`src/rtl/dds_cfg_ctl.sv`:
```
`default_nettype none
// ---------------------------------------------------------------------------
// dds_cfg_ctl : serial NUM/DEN -> phase_step_h/l, modulo; atomic apply + settle
// Rev 1.0
// ---------------------------------------------------------------------------
module dds_cfg_ctl #(
  parameter int SETTLE_CYC = 21,
  parameter int SW         = 8
) (
  input  logic        clk,
  input  logic        reset_n,
  input  logic [11:0] cfg_num,
  input  logic [11:0] cfg_den,
  input  logic        cfg_start,
  output logic        cfg_busy,
  output logic        cfg_done,
  output logic        cfg_err,
  output logic [19:0] phase_step_h,
  output logic [11:0] phase_step_l,
  output logic [11:0] modulo,
  output logic        acc_reset,
  output logic        data_valid
);

  typedef enum logic [2:0] {
    S_IDLE   = 3'd0,
    S_REJECT = 3'd1,
    S_DIV_M  = 3'd2,
    S_DIV_H  = 3'd3,
    S_MUL_L  = 3'd4,
    S_APPLY  = 3'd5,
    S_SETTLE = 3'd6
  } state_t;

  localparam logic [4:0]    M_LAST      = 5'd11;
  localparam logic [4:0]    H_LAST      = 5'd19;
  localparam logic [4:0]    L_LAST      = 5'd11;
  localparam logic [SW-1:0] SETTLE_INIT = SW'(SETTLE_CYC);
  localparam logic [SW-1:0] CNT_ONE     = SW'(1);

  state_t      state_q, state_d;
  logic [11:0] num_q, num_d;
  logic [11:0] den_q, den_d;
  logic [11:0] rem_q, rem_d;
  logic [19:0] quo_q, quo_d;
  logic [11:0] m_q, m_d;
  logic [11:0] mod_q, mod_d;
  logic [11:0] lacc_q, lacc_d;
  logic [4:0]  step_q, step_d;
  logic [SW-1:0] cnt_q, cnt_d;
  logic [19:0] ph_h_q, ph_h_d;
  logic [11:0] ph_l_q, ph_l_d;
  logic [11:0] modulo_q, modulo_d;
  logic        acc_reset_q, acc_reset_d;
  logic        valid_q, valid_d;
  logic        done_q, done_d;
  logic        err_q, err_d;

  logic        legal;
  logic [12:0] div_sh;
  logic        div_ge;
  logic [11:0] div_rem;
  logic [11:0] mul_add;

  assign legal = (cfg_den >= 12'd2) && (cfg_num < cfg_den);

  // One restoring-divide step shared by DIV_M and DIV_H; when div_ge the
  // true difference is below DEN, so the low 12 bits of the subtraction suffice.
  assign div_sh  = {rem_q, 1'b0};
  assign div_ge  = (div_sh >= {1'b0, den_q});
  assign div_rem = div_ge ? (div_sh[11:0] - den_q) : div_sh[11:0];
  assign mul_add = m_q[11] ? rem_q : 12'd0;

  always_ff @(posedge clk or negedge reset_n) begin
    if (!reset_n) begin
      state_q     <= S_IDLE;
      num_q       <= '0;
      den_q       <= '0;
      rem_q       <= '0;
      quo_q       <= '0;
      m_q         <= '0;
      mod_q       <= '0;
      lacc_q      <= '0;
      step_q      <= '0;
      cnt_q       <= '0;
      ph_h_q      <= '0;
      ph_l_q      <= '0;
      modulo_q    <= '0;
      acc_reset_q <= 1'b1;
      valid_q     <= 1'b0;
      done_q      <= 1'b0;
      err_q       <= 1'b0;
    end else begin
      state_q     <= state_d;
      num_q       <= num_d;
      den_q       <= den_d;
      rem_q       <= rem_d;
      quo_q       <= quo_d;
      m_q         <= m_d;
      mod_q       <= mod_d;
      lacc_q      <= lacc_d;
      step_q      <= step_d;
      cnt_q       <= cnt_d;
      ph_h_q      <= ph_h_d;
      ph_l_q      <= ph_l_d;
      modulo_q    <= modulo_d;
      acc_reset_q <= acc_reset_d;
      valid_q     <= valid_d;
      done_q      <= done_d;
      err_q       <= err_d;
    end
  end

  always_comb begin
    state_d     = state_q;
    num_d       = num_q;
    den_d       = den_q;
    rem_d       = rem_q;
    quo_d       = quo_q;
    m_d         = m_q;
    mod_d       = mod_q;
    lacc_d      = lacc_q;
    step_d      = step_q;
    cnt_d       = cnt_q;
    ph_h_d      = ph_h_q;
    ph_l_d      = ph_l_q;
    modulo_d    = modulo_q;
    acc_reset_d = acc_reset_q;
    valid_d     = valid_q;
    done_d      = 1'b0;
    err_d       = err_q;

    case (state_q)
      S_IDLE: begin
        if (cfg_start) begin
          if (legal) begin
            num_d   = cfg_num;
            den_d   = cfg_den;
            err_d   = 1'b0;
            rem_d   = 12'd1;
            quo_d   = '0;
            step_d  = '0;
            state_d = S_DIV_M;
          end else begin
            err_d   = 1'b1;
            state_d = S_REJECT;
          end
        end
      end

      S_REJECT: state_d = S_IDLE;

      S_DIV_M: begin
        rem_d  = div_rem;
        quo_d  = {quo_q[18:0], div_ge};
        step_d = step_q + 5'd1;
        if (step_q == M_LAST) begin
          // Capture m and modulo, then seed the NUM*2^20/DEN divide.
          m_d     = {quo_q[10:0], div_ge};
          mod_d   = div_rem;
          rem_d   = num_q;
          quo_d   = '0;
          step_d  = '0;
          state_d = S_DIV_H;
        end
      end

      S_DIV_H: begin
        rem_d  = div_rem;
        quo_d  = {quo_q[18:0], div_ge};
        step_d = step_q + 5'd1;
        if (step_q == H_LAST) begin
          lacc_d  = '0;
          step_d  = '0;
          state_d = S_MUL_L;
        end
      end

      S_MUL_L: begin
        // MSB-first shift-add of rh*m; partial sums never exceed the final l.
        lacc_d = {lacc_q[10:0], 1'b0} + mul_add;
        m_d    = {m_q[10:0], 1'b0};
        step_d = step_q + 5'd1;
        if (step_q == L_LAST) begin
          state_d = S_APPLY;
        end
      end

      S_APPLY: begin
        ph_h_d      = quo_q;
        ph_l_d      = lacc_q;
        modulo_d    = mod_q;
        acc_reset_d = 1'b1;
        valid_d     = 1'b0;
        cnt_d       = SETTLE_INIT;
        state_d     = S_SETTLE;
      end

      S_SETTLE: begin
        acc_reset_d = 1'b0;
        cnt_d       = cnt_q - CNT_ONE;
        if (cnt_q == CNT_ONE) begin
          valid_d = 1'b1;
          done_d  = 1'b1;
          state_d = S_IDLE;
        end
      end

      default: state_d = S_IDLE;
    endcase
  end

  assign cfg_busy     = (state_q != S_IDLE);
  assign cfg_done     = done_q;
  assign cfg_err      = err_q;
  assign phase_step_h = ph_h_q;
  assign phase_step_l = ph_l_q;
  assign modulo       = modulo_q;
  assign acc_reset    = acc_reset_q;
  assign data_valid   = valid_q;

endmodule
`default_nettype wire

```
`config.mk`:
```
export PLATFORM = sky130hd
export DESIGN_NAME = dds_cfg_ctl
export DESIGN_NICKNAME = d
export VERILOG_FILES = /design/src/rtl/dds_cfg_ctl.sv
export SDC_FILE = /design/constraint.sdc
export NUM_CORES = 1
export LEC_CHECK = 0
export ABC_AREA = 1
export BUFFER_PORTS_ARGS = -buffer_cell sky130_fd_sc_hd__buf_2
export CORE_ASPECT_RATIO = 0.8
export CORE_MARGIN = 2
export CORE_UTILIZATION = 30
export CTS_CLUSTER_DIAMETER = 80
export DETAILED_ROUTE_END_ITERATION = 8
export SLEW_MARGIN = 20
export SYNTH_ARGS = -nofsm -noshare
export SYNTH_HDL_FRONTEND = slang
export SYNTH_SLANG_ARGS = --single-unit
```
`constraint.sdc`:
```
create_clock -name clk -period 2.49 [get_ports clk]
set_input_delay 0.498 -clock clk [delete_from_list [all_inputs] [get_ports clk]]
set_output_delay 0.498 -clock clk [all_outputs]
set_load 0.01 [all_outputs]
```
==> Flow_metrics.wiki, run 1 <==
{| class="wikitable"
! Metric !! Value
|-
| Run status || finished clean
|-
| Total detailed-routing wirelength || about 20000 um
|-
| Worst hold-check path type || in2async
|-
| Max-capacitance violation count || 0
|-
| Clock Path Buffers || 2
|-
| Pre-CTS worst setup slack || just over 0.2 ns
|-
| Worst-case reg-to-reg path depth || 13
|-
| Violation count after the first detailed-routing iteration || ~540
|-
| Count of boundary I/O pins || between 70 and 80
|-
| Remaining design rule violation count || 0
|-
| Root buffer selected by CTS || clkbuf_16
|-
| Final setup margin || slightly below 0.3 ns
|-
| Most used flip-flop cell after synthesis || dfrtp_1
|-
| Final HPWL DP || about 15000 um
|-
| Number of warnings reported in the yosys synthesis log || 0
|-
| Worst flop-to-flop path startpoint || rem_q[1]
|-
| Most common library cell in the layout ignoring fill and taps || nand2_1
|-
| Initial Utilization || between 30% and 40%
|-
| Required time reported for the critical path endpoint || between 2 and 3 ns
|-
| Count of placed standard cells including taps || between 1000 and 1500
|-
| Type of element launching the critical path || register
|-
| Pin count of the biggest net entering global routing || 60
|-
| Path type of the worst setup path || reg2reg
|-
| Synthesized instance count || between 1000 and 1500
|-
| First-pass GRT wire length || 34000 um
|-
| Die footprint || ~28000 um^2
|-
| Post-CTS sizing || 0
|-
| CP Max Fanout || 4
|-
| Die W || ~190 um
|-
| Slack of the worst reg-to-reg path || between 0.2 and 0.3 ns
|-
| Commonest cells after routing, fill and taps aside || nand2_1, dfrtp_1, inv_1
|-
| Overall track demand over capacity in global routing || 15.07%
|-
| Pwr dens || about 1200 nW/um^2
|-
| Clock latency of the later-clocked register in the worst-skew pair || 0.43 ns
|-
| Per-instance average area after synthesis || 8.044 um^2
|-
| Data arrival at the endpoint of the critical path || 2.49 ns
|-
| WL per Instance || roughly 14 um
|-
| Count of flip-flops with a built-in enable after synthesis || 0
|-
| Final Max Tran Viols || 0
|-
| Area of the mapped netlist || between 8000 and 9000 um^2
|-
| Worst-Margin Slew || about 0.63 ns
|-
| Post-route clock period utilization || slightly below 90%
|-
| CTS tree || built
|-
| Placement Rows || 53
|-
| Number of diodes || 0
|-
| Post-DRT Antenna Nets || 0
|-
| Largest clock skew in the final design || around 0.0095 ns
|-
| Inserted Clock Buffers || 17
|-
| DIE HEIGHT || between 150 and 200 um
|-
| Synth-to-Final Area Change || 17.18%
|-
| Last weighted congestion value of the routability-driven placer || about 0.88
|-
| DR pass1 iterations || 5
|-
| Number of port buffers || between 70 and 80
|-
| Via count of the first global-routing pass || around 6400
|-
| Antenna violations before repair || 0
|-
| Post-layout total power || roughly 11000 uW
|-
| Proportion of synthesized chip area in sequential cells || slightly below 50%
|-
| Fraction of registers with async set or reset after synthesis || 100.0%
|-
| Setup violators final || 0
|-
| Flip-flop and latch count after synthesis || between 150 and 200
|-
| Nets in the synthesized netlist || between 1000 and 1500
|-
| Slew HR || 57.65%
|-
| Maximum achievable frequency || 455.5 MHz
|-
| Final Hold Viols || 0
|-
| Number of vias in the routed layout || roughly 6800
|-
| CTS HTree Levels || 4
|-
| Count of buffers added by post-CTS timing repair for setup || 0
|-
| Leak Pwr || ~0.0049 uW
|-
| Congestion Overflow GR || 0
|-
| Clk pin slew, worst setup/hold paths || 0.07 ns
|-
| Number of buffers added to fix hold violations after cts || 0
|-
| CTS Sinks || between 150 and 200
|-
| Per-cell via count in the routed design || around 4.6
|-
| Setup repair after global routing missed its margin || false
|-
| Post-synth cell types || 42
|-
| CORE AREA || between 20000 and 30000 um^2
|-
| Nets@finish || 1156
|-
| Fraction of final layout cells sized beyond drive strength 1 || ~14%
|-
| Final period demand of the worst path || approximately 2.2 ns
|-
| Max rail drop VDD || just over 0.0005 V
|-
| Non-filler cells, final || between 1000 and 1500
|-
| Total Negative Setup Slacks || 0 ns
|-
| RR Endpoint || lacc_q[9]
|-
| Kind of end point of the critical path || register
|-
| Final hold slack || around 0.027 ns
|}
[Yosys cell counts, types with 7 or more instances]
master / count / area [um^2]
clkbuf_1: 16 / 60.06
nand3_1: 74 / 370.4
nand2_1: 317 / 1190
o22ai_1: 7 / 43.79
nand4_1: 17 / 106.4
o21ai_0: 88 / 440.4
o221ai_1: 11 / 96.34
dfrtp_1: 155 / 3879
ha_1: 36 / 450.4
inv_1: 143 / 536.8
nor3_1: 8 / 40.04
o21ai_1: 16 / 80.08
a21oi_1: 20 / 100.1
nor2_1: 30 / 112.6
[cell type report]
type	instances	area, um^2
clock buffers	18	439.2
well taps	357	446.7
flip-flops and latches	156	3905
fillers	2796	16900
repair buffers	97	559.3
multi-input cells	671	3447
inverters	148	560.5
clock inverters	14	133.9
[registers in the layout, summed over array words and instances, names as in the netlist, 12 cells and up]
register	flops
den_q	12
phase_step_l	12
phase_step_h	20
m_q	12
num_q	12
modulo	12
quo_q	20
rem_q	12
mod_q	12
lacc_q	12
[per-stage QoR]
stage	area [um^2]	utilization (%)
2_1_floorplan	8100	-
3_3_place_gp	8919	33.79
3_5_place_dp	8919	33.79
4_1_cts	9492	35.96
5_1_grt	9492	35.96
6_report	9492	35.96
[power by group]
group | total, uW | switching, uW | internal, uW | leakage (uW)
Clock | 2540 | 1120 | 1420 | 0.000283
Sequential | 3900 | 567 | 3330 | 0.00210
Combinational | 4960 | 3280 | 1670 | 0.00253
Total | 11400 | 4960 | 6420 | 0.00491
[per-layer routing]
| metal | share of wire [%] | wire length, um | up-vias | track usage [%] |
|---|---|---|---|---|
| li1 | - | - | 3408 | - |
| met2 | 38 | 7651 | 182 | 20.30 |
| met3 | 5.7 | 1146 | 15 | 3.499 |
| met5 | 0 | 0 | - | 0 |
| met4 | 1.1 | 218 | 0 | 3.346 |
| met1 | 55 | 11230 | 3151 | 23.88 |
[cells by family after synthesis]
family | count (synthesis) | share of synthesized area [%]
buf+inv | 180 | 9.237
fa+ha+maj | 38 | 6.055
compound gates | 157 | 10.95
mux | 1 | 0.1390
xor+xnor | 7 | 0.7569
simple gates | 468 | 24.65
flops | 156 | 48.21
[worst max-delay path by stage]
stage	endpoint	slack [ns]	cells past startpoint	from
CTS	lacc_q[9]	0.28	13	rem_q[1]
floorplan	lacc_q[9]	0.36	14	m_q[11]
global placement	rem_q[11]	0.27	13	cfg_den[10]
global route	lacc_q[9]	0.11	13	rem_q[1]
finish	lacc_q[9]	0.29	13	rem_q[1]
detailed placement	quo_q[0]	0.20	13	cfg_den[10]
[worst max-delay path, stage by stage, from the launching register on]
cell and delay [ns]:
dfrtp_1 0.42, nand2_1 0.07, inv_1 0.06, ha_1 0.19, inv_1 0.08, fa_1 0.40, inv_1 0.11, nand3_1 0.07
nand2_1 0.10, a21boi_0 0.15, o21bai_1 0.20, nand2_1 0.08, nand2_1 0.06, o22ai_1 0.07
No activity file was read; power rests on OpenSTA's default activity.
==> inputs of run 2 (changes only) <==
Settings changed: CORE_UTILIZATION 30 to 55, PLACE_DENSITY set to 0.79.
==> run 2 against run 1 <==
Sequential power is essentially flat. Combinational power is essentially flat. Sequential share of layout area grew 0.94 points. Die area shrank 45%. Power shrank 0.45%. Core utilization grew 29 points. Critical path type unchanged. Highest routed layer unchanged.
==> Flow_metrics.wiki, run 2 (same netlist as run 1, synthesis figures left out) <==
{| class="wikitable"
! Metric !! Value
|-
| Run status || finished clean
|-
| Slew HR || 65.26%
|-
| Type of element launching the critical path || register
|-
| First-pass GRT wire length || around 32000 um
|-
| Synth-to-Final Area Change || 14.55%
|-
| Root buffer selected by CTS || clkbuf_16
|-
| CTS HTree Levels || 4
|-
| Max rail drop VDD || about 0.00084 V
|-
| DR pass1 iterations || 5
|-
| Setup repair after global routing missed its margin || false
|-
| Via count of the first global-routing pass || ~6600
|-
| Pin count of the biggest net entering global routing || just over 50
|-
| Post-route clock period utilization || between 90% and 100%
|-
| Worst hold-check path type || in2reg
|-
| Total length of routed met3 wires || roughly 1200 um
|-
| Number of port buffers || 75
|-
| DIE HEIGHT || 112.5 um
|-
| Final Hold Viols || 0
|-
| Last weighted congestion value of the routability-driven placer || 0.9442
|-
| Cell depth of the worst setup path || 10
|-
| Overall track demand over capacity in global routing || about a quarter
|-
| WL per Instance || 14.50 um
|-
| Final core occ || around two thirds
|-
| Final HPWL DP || 14000 um
|-
| RR Endpoint || mod_q[0]
|-
| Total detailed-routing wirelength || roughly 19000 um
|-
| Antenna violations before repair || 0
|-
| Combinational power share || 43.6%
|-
| CTS tree || built
|-
| Worst-Margin Slew || about 0.52 ns
|-
| Routed met2 length || roughly 7900 um
|-
| Setup violators final || 0
|-
| Worst path cell trace || ha_1 > nand2_1 > nor2_2 > inv_1 > nor2_2 > nand2_2 > nand3_2 > inv_1 > buf_4 > o31ai_1
|-
| Pre-CTS worst setup slack || roughly 0.24 ns
|-
| Worst flop-to-flop path startpoint || rem_q[4]
|-
| Slack of the worst reg-to-reg path || just over 0.2 ns
|-
| Part of the power in registers || 34.3%
|-
| CP Buf/Inv Count || 3
|-
| Post-DRT Antenna Nets || 0
|-
| Leak Pwr || just under 0.005 uW
|-
| Placement Rows || 39
|-
| Largest clock skew in the final design || between 0.009 and 0.01 ns
|-
| Sw frac || approximately 43%
|-
| CORE AREA || roughly 14000 um^2
|-
| Clock Path Buffers || 2
|-
| Fillers || roughly 1300
|-
| Most common library cell in the layout ignoring fill and taps || nand2_1
|-
| CTS Sinks || 156
|-
| Worst setup path startpoint || rem_q[4]
|-
| Final period demand of the worst path || roughly 2.3 ns
|-
| Post-layout total power || roughly 11000 uW
|-
| Internal cell power || between 6000 and 7000 uW
|-
| Max-capacitance violation count || 0
|-
| Met1 Routed Length || around 9300 um
|-
| Violation count after the first detailed-routing iteration || ~510
|-
| Pwr dens || around 1200 nW/um^2
|-
| Per-cell via count in the routed design || around 5.3
|-
| Congestion Overflow GR || 0
|-
| Count of boundary I/O pins || 76
|-
| Inserted Clock Buffers || 17
|-
| Path type of the worst setup path || reg2reg
|-
| Final Max Tran Viols || 0
|-
| Crit-path max cell delay || about 0.44 ns
|-
| Cell type group with the largest total delay on the critical path || simple AND/OR/NAND/NOR gates
|-
| CP Max Fanout || 13
|-
| Maximum achievable frequency || 437.9 MHz
|-
| Initial Utilization || between 50% and 60%
|-
| Remaining design rule violation count || 0
|-
| Slowest-stage cell, CP || dfrtp_1
|-
| Fraction of final layout cells sized beyond drive strength 1 || about 14%
|-
| Number of vias in the routed layout || between 6000 and 7000
|-
| Clk pin slew, worst setup/hold paths || approximately 0.060 ns
|-
| Kind of end point of the critical path || register
|-
| Net switching power || between 4000 and 5000 uW
|-
| Data arrival at the endpoint of the critical path || around 2.6 ns
|-
| Final setup margin || between 0.2 and 0.25 ns
|-
| Commonest cells after routing, fill and taps aside || nand2_1, dfrtp_1, inv_1
|-
| Total Negative Setup Slacks || 0 ns
|-
| Count of buffers added by post-CTS timing repair for setup || 0
|-
| Die W || about 140 um
|-
| Number of diodes || 0
|-
| Nets@finish || approximately 1200
|-
| Fraction of power consumed by the clock network || 22.1%
|-
| Clock latency of the later-clocked register in the worst-skew pair || 0.42 ns
|-
| Uppermost layer routed || met4
|-
| Die footprint || ~16000 um^2
|-
| End of the critical path || mod_q[0]
|-
| Required time reported for the critical path endpoint || 2.80 ns
|-
| Worst-case reg-to-reg path depth || 10
|}
run 2: cell count changes in the layout (fill, tap and decap cells not counted):
cell and change:
buf_4 -1, clkbuf_1 +1, clkinv_2 -2, clkinv_4 -2, clkinvlp_4 +3, dlygate4sd3_1 +1
inv_6 -1, inv_8 +1
run 2: final cells by class:
| type | instances | area (um^2) | share of cell area [%] |
|---|---|---|---|
| sequential | 156 | 3905 | 42.08 |
| timing repair buffer | 97 | 561.8 | 6.054 |
| tap | 184 | 230.2 | 2.481 |
| inverter | 148 | 560.5 | 6.041 |
| multi-input combinational | 671 | 3447 | 37.15 |
| clock inverter | 13 | 131.4 | 1.416 |
| clock buffer | 19 | 442.9 | 4.773 |
run 2: how the worst min path moves through the flow:
| stage | start | to | slack [ns] | cells after the start |
|---|---|---|---|---|
| 5_1_grt | cfg_num[6] | num_q[6] | 0.35 | 3 |
| 2_1_floorplan | reset_n | cfg_done | 0.20 | 0 |
| 4_1_cts | cfg_num[10] | num_q[10] | 0.32 | 3 |
| 6_report | cfg_num[4] | num_q[4] | 0.33 | 3 |
| 3_3_place_gp | reset_n | modulo[4] | 0.45 | 1 |
| 3_5_place_dp | reset_n | modulo[4] | 0.45 | 1 |
run 2: tightest hold or removal path: cells and delay by family:
| family | cells | cell delay (ns) |
|---|---|---|
| and+or+nand+nor | 2 | 0.13 |
| buffers and inverters | 1 | 0.09 |
run 2: metal layers:
metal | up-vias | global-route usage, %
li1 | 3418 | -
met1 | 3162 | 38.39
met2 | 236 | 37.59
met3 | 30 | 5.205
met4 | 0 | 7.467
met5 | - | 0
run 2: metrics by stage:
| stage | hold slack, ns | area (um^2) | cells |
|---|---|---|---|
| global route | 0.3496 | 9279 | 1288 |
| finish | 0.3315 | 9279 | 1288 |
| CTS | 0.3236 | 9279 | 1288 |
| detailed placement | 0.4488 | 8695 | 1255 |
| global placement | 0.4476 | 8695 | 1255 |
| floorplan | 0.2024 | 8100 | 1007 |
run 2: repair_timing:
action                    in CTS  in global routing
resized for setup              0                  0
hold buffers                   1                  0
hold endpoints to repair      11                  0
run 2: power groups by stage:
stage          combinational, uW  clock, uW  sequential, uW
2_1_floorplan               3550          0            3840
3_3_place_gp                4780          0            3880
3_5_place_dp                4890          0            3910
4_1_cts                     4920       2550            3880
5_1_grt                     5630       2670            3980
6_report                    4940       2510            3890
==> inputs of run 3 (changes only) <==
--- a/config.mk
+++ b/config.mk
@@ -14,5 +14,4 @@
 export DETAILED_ROUTE_END_ITERATION = 8
 export PLACE_DENSITY = 0.79
-export SLEW_MARGIN = 20
 export SYNTH_ARGS = -nofsm -noshare
 export SYNTH_HDL_FRONTEND = slang
==> constraint.sdc (replaced) <==
create_clock -name clk -period 2.49 [get_ports clk]
set_input_delay 0.3735 -clock clk [delete_from_list [all_inputs] [get_ports clk]]
set_output_delay 0.3735 -clock clk [all_outputs]
set_load 0.01 [all_outputs]
==> run 3 against run 2 <==
Final area grew 0.51%. Final cell count shrank 0.16%. Critical path type unchanged. Count of clock-buffer cells in the layout shrank 2. Critical endpoint is now mod_q[11].
==> Flow_metrics.wiki, run 3 (same netlist as run 1, synthesis figures left out) <==
{| class="wikitable"
! Metric !! Value
|-
| Final Hold Viols || 0
|-
| Required time reported for the critical path endpoint || between 2 and 3 ns
|-
| Most common library cell in the layout ignoring fill and taps || nand2_1
|-
| Remaining design rule violation count || 0
|-
| Non-filler cells, final || about 1300
|-
| Overall track demand over capacity in global routing || roughly a quarter
|-
| Max-capacitance violation count || 0
|-
| GR Util met1 || around two fifths
|-
| Number of diodes || 0
|-
| Leak Pwr || around 0.005 uW
|-
| Congestion Overflow GR || 0
|-
| Pin count of the biggest net entering global routing || between 60 and 70
|-
| CTS tree || built
|-
| Root buffer selected by CTS || clkbuf_16
|-
| Pwr dens || between 1000 and 1500 nW/um^2
|-
| Total detailed-routing wirelength || about 19000 um
|-
| Most common cell type on the critical path || nand2_1
|-
| DIE HEIGHT || roughly 110 um
|-
| CTS HTree Levels || 4
|-
| WL per Instance || approximately 15 um
|-
| Area occupied by multi-input gates || roughly 3400 um^2
|-
| Worst hold-check path type || in2reg
|-
| Count of boundary I/O pins || 76
|-
| Type of element launching the critical path || register
|-
| Final period demand of the worst path || between 2 and 2.5 ns
|-
| Placement Rows || 39
|-
| Setup repair after global routing missed its margin || false
|-
| Count of placed standard cells including taps || approximately 1300
|-
| Data arrival at the endpoint of the critical path || between 2 and 3 ns
|-
| Run status || finished clean
|-
| Final Max Tran Viols || 0
|-
| Last weighted congestion value of the routability-driven placer || roughly 0.96
|-
| Kind of end point of the critical path || register
|-
| Die W || about 140 um
|-
| Register cell area after layout || between 3000 and 4000 um^2
|-
| Worst path cell trace || ha_1 > nand2_1 > nor3_2 > nand3_2 > nand3_2 > inv_1 > nand2_1 > nand2_1 > nand2_1 > o21ai_0
|-
| Max rail drop VDD || a little under 0.0007 V
|-
| Slew HR || around two thirds
|-
| Number of vias in the routed layout || 6872
|-
| Met3 demand-to-capacity share in global routing || under 10%
|-
| Initial Utilization || between 50% and 60%
|-
| Post-DRT Antenna Nets || 0
|-
| Per-cell via count in the routed design || roughly 5.3
|-
| Worst-Margin Slew || approximately 0.52 ns
|-
| Synth-to-Final Area Change || 15.14%
|-
| Violation count after the first detailed-routing iteration || around 500
|-
| Met2 usage in global routing || between 30% and 40%
|-
| CORE AREA || approximately 14000 um^2
|-
| Clock Path Buffers || 2
|-
| Total Negative Setup Slacks || 0 ns
|-
| Via count of the first global-routing pass || about 6600
|-
| Antenna violations before repair || 0
|-
| First-pass GRT wire length || approximately 33000 um
|-
| Post-route clock period utilization || roughly 93%
|-
| Fillers || between 1000 and 1500
|-
| CTS Sinks || between 150 and 200
|-
| Die footprint || roughly 16000 um^2
|-
| Fraction of final layout cells sized beyond drive strength 1 || 14.16%
|-
| Count of buffers added by post-CTS timing repair for setup || 0
|-
| Clk pin slew, worst setup/hold paths || about 0.07 ns
|-
| Commonest cells after routing, fill and taps aside || nand2_1, dfrtp_1, inv_1
|-
| Clock latency of the later-clocked register in the worst-skew pair || 0.42 ns
|-
| Slowest-stage cell, CP || ha_1
|-
| Final HPWL DP || 14040 um
|-
| Nets@finish || 1154
|-
| Largest clock skew in the final design || around 0.0085 ns
|-
| Number of port buffers || 75
|-
| Maximum achievable frequency || around 430 MHz
|-
| DR pass1 iterations || 5
|-
| Gr busiest metal || met2
|-
| Crit-path max cell delay || about 0.46 ns
|-
| Setup violators final || 0
|-
| Path type of the worst setup path || reg2reg
|-
| CP Max Fanout || 13
|-
| Inserted Clock Buffers || 17
|}
run 3: cell count changes in the layout (fill, tap and decap cells not counted), moves of 2 or more:
cell,before,now
buf_4,20,17
clkinv_8,0,2
clkinvlp_4,4,2
inv_8,2,5
run 3: routing by layer:
metal  vias to the layer above  routed length (um)
met5                         -                   0
met4                         0                 238
met3                        21                1491
met2                       236                8120
met1                      3194                9371
li1                       3421                   -
run 3: through the flow:
stage / utilization, % / total power [uW] / worst slack, ns / hold slack [ns] / cell area [um^2]
global placement: 60.59 / 8795 / 0.2641 / 0.2759 / 8692
finish: 65.01 / 11610 / 0.1776 / 0.2169 / 9326
CTS: 65.01 / 11620 / 0.2294 / 0.2049 / 9326
floorplan: - / 7390 / 0.3631 / 0.07791 / 8100
detailed placement: 60.59 / 8850 / 0.2647 / 0.2761 / 8692
global route: 65.01 / 12530 / 0.04178 / 0.2332 / 9326
run 3: final cells by class:
type | instances | area share, %
clock inverter | 15 | 2.133
clock buffer | 17 | 4.561
sequential | 156 | 41.87
multi-input combinational | 671 | 36.96
tap | 184 | 2.468
timing repair buffer | 95 | 5.997
inverter | 148 | 6.010
run 3: critical path, delay by kind of cell (launching register included):
kind | cells | cell delay, ns
AOI/OAI and AO/OA | 1 | 0.08
adders and majority gates | 1 | 0.46
buffers and inverters | 1 | 0.16
DFF | 1 | 0.43
and+or+nand+nor | 7 | 1.05
run 3: path summary, 6_finish.rpt:
kind | startpoint | to | slack [ns] | cells past startpoint
min in group asynchronous | reset_n | mod_q[4] | 0.40 | 2
setup reg to reg | rem_q[7] | mod_q[11] | 0.18 | 10
max in group asynchronous | reset_n | phase_step_h[1] | 1.32 | 3
hold reg to reg | acc_reset | acc_reset | 0.46 | 2
setup / recovery | rem_q[7] | mod_q[11] | 0.18 | 10
hold / removal | cfg_num[6] | num_q[6] | 0.22 | 3
run 3: report_power, final:
group          switching (uW)  internal [uW]  total (uW)  leakage, uW
combinational            3330           1690        5030      0.00252
sequential                547           3330        3880      0.00210
clock                    1180           1540        2710     0.000300
total                    5050           6560       11600      0.00492
run 3: what timing repair did:
action	in CTS	in global routing
hold buffers	1	0
resized for setup	0	0
endpoints found under the hold margin	30	0
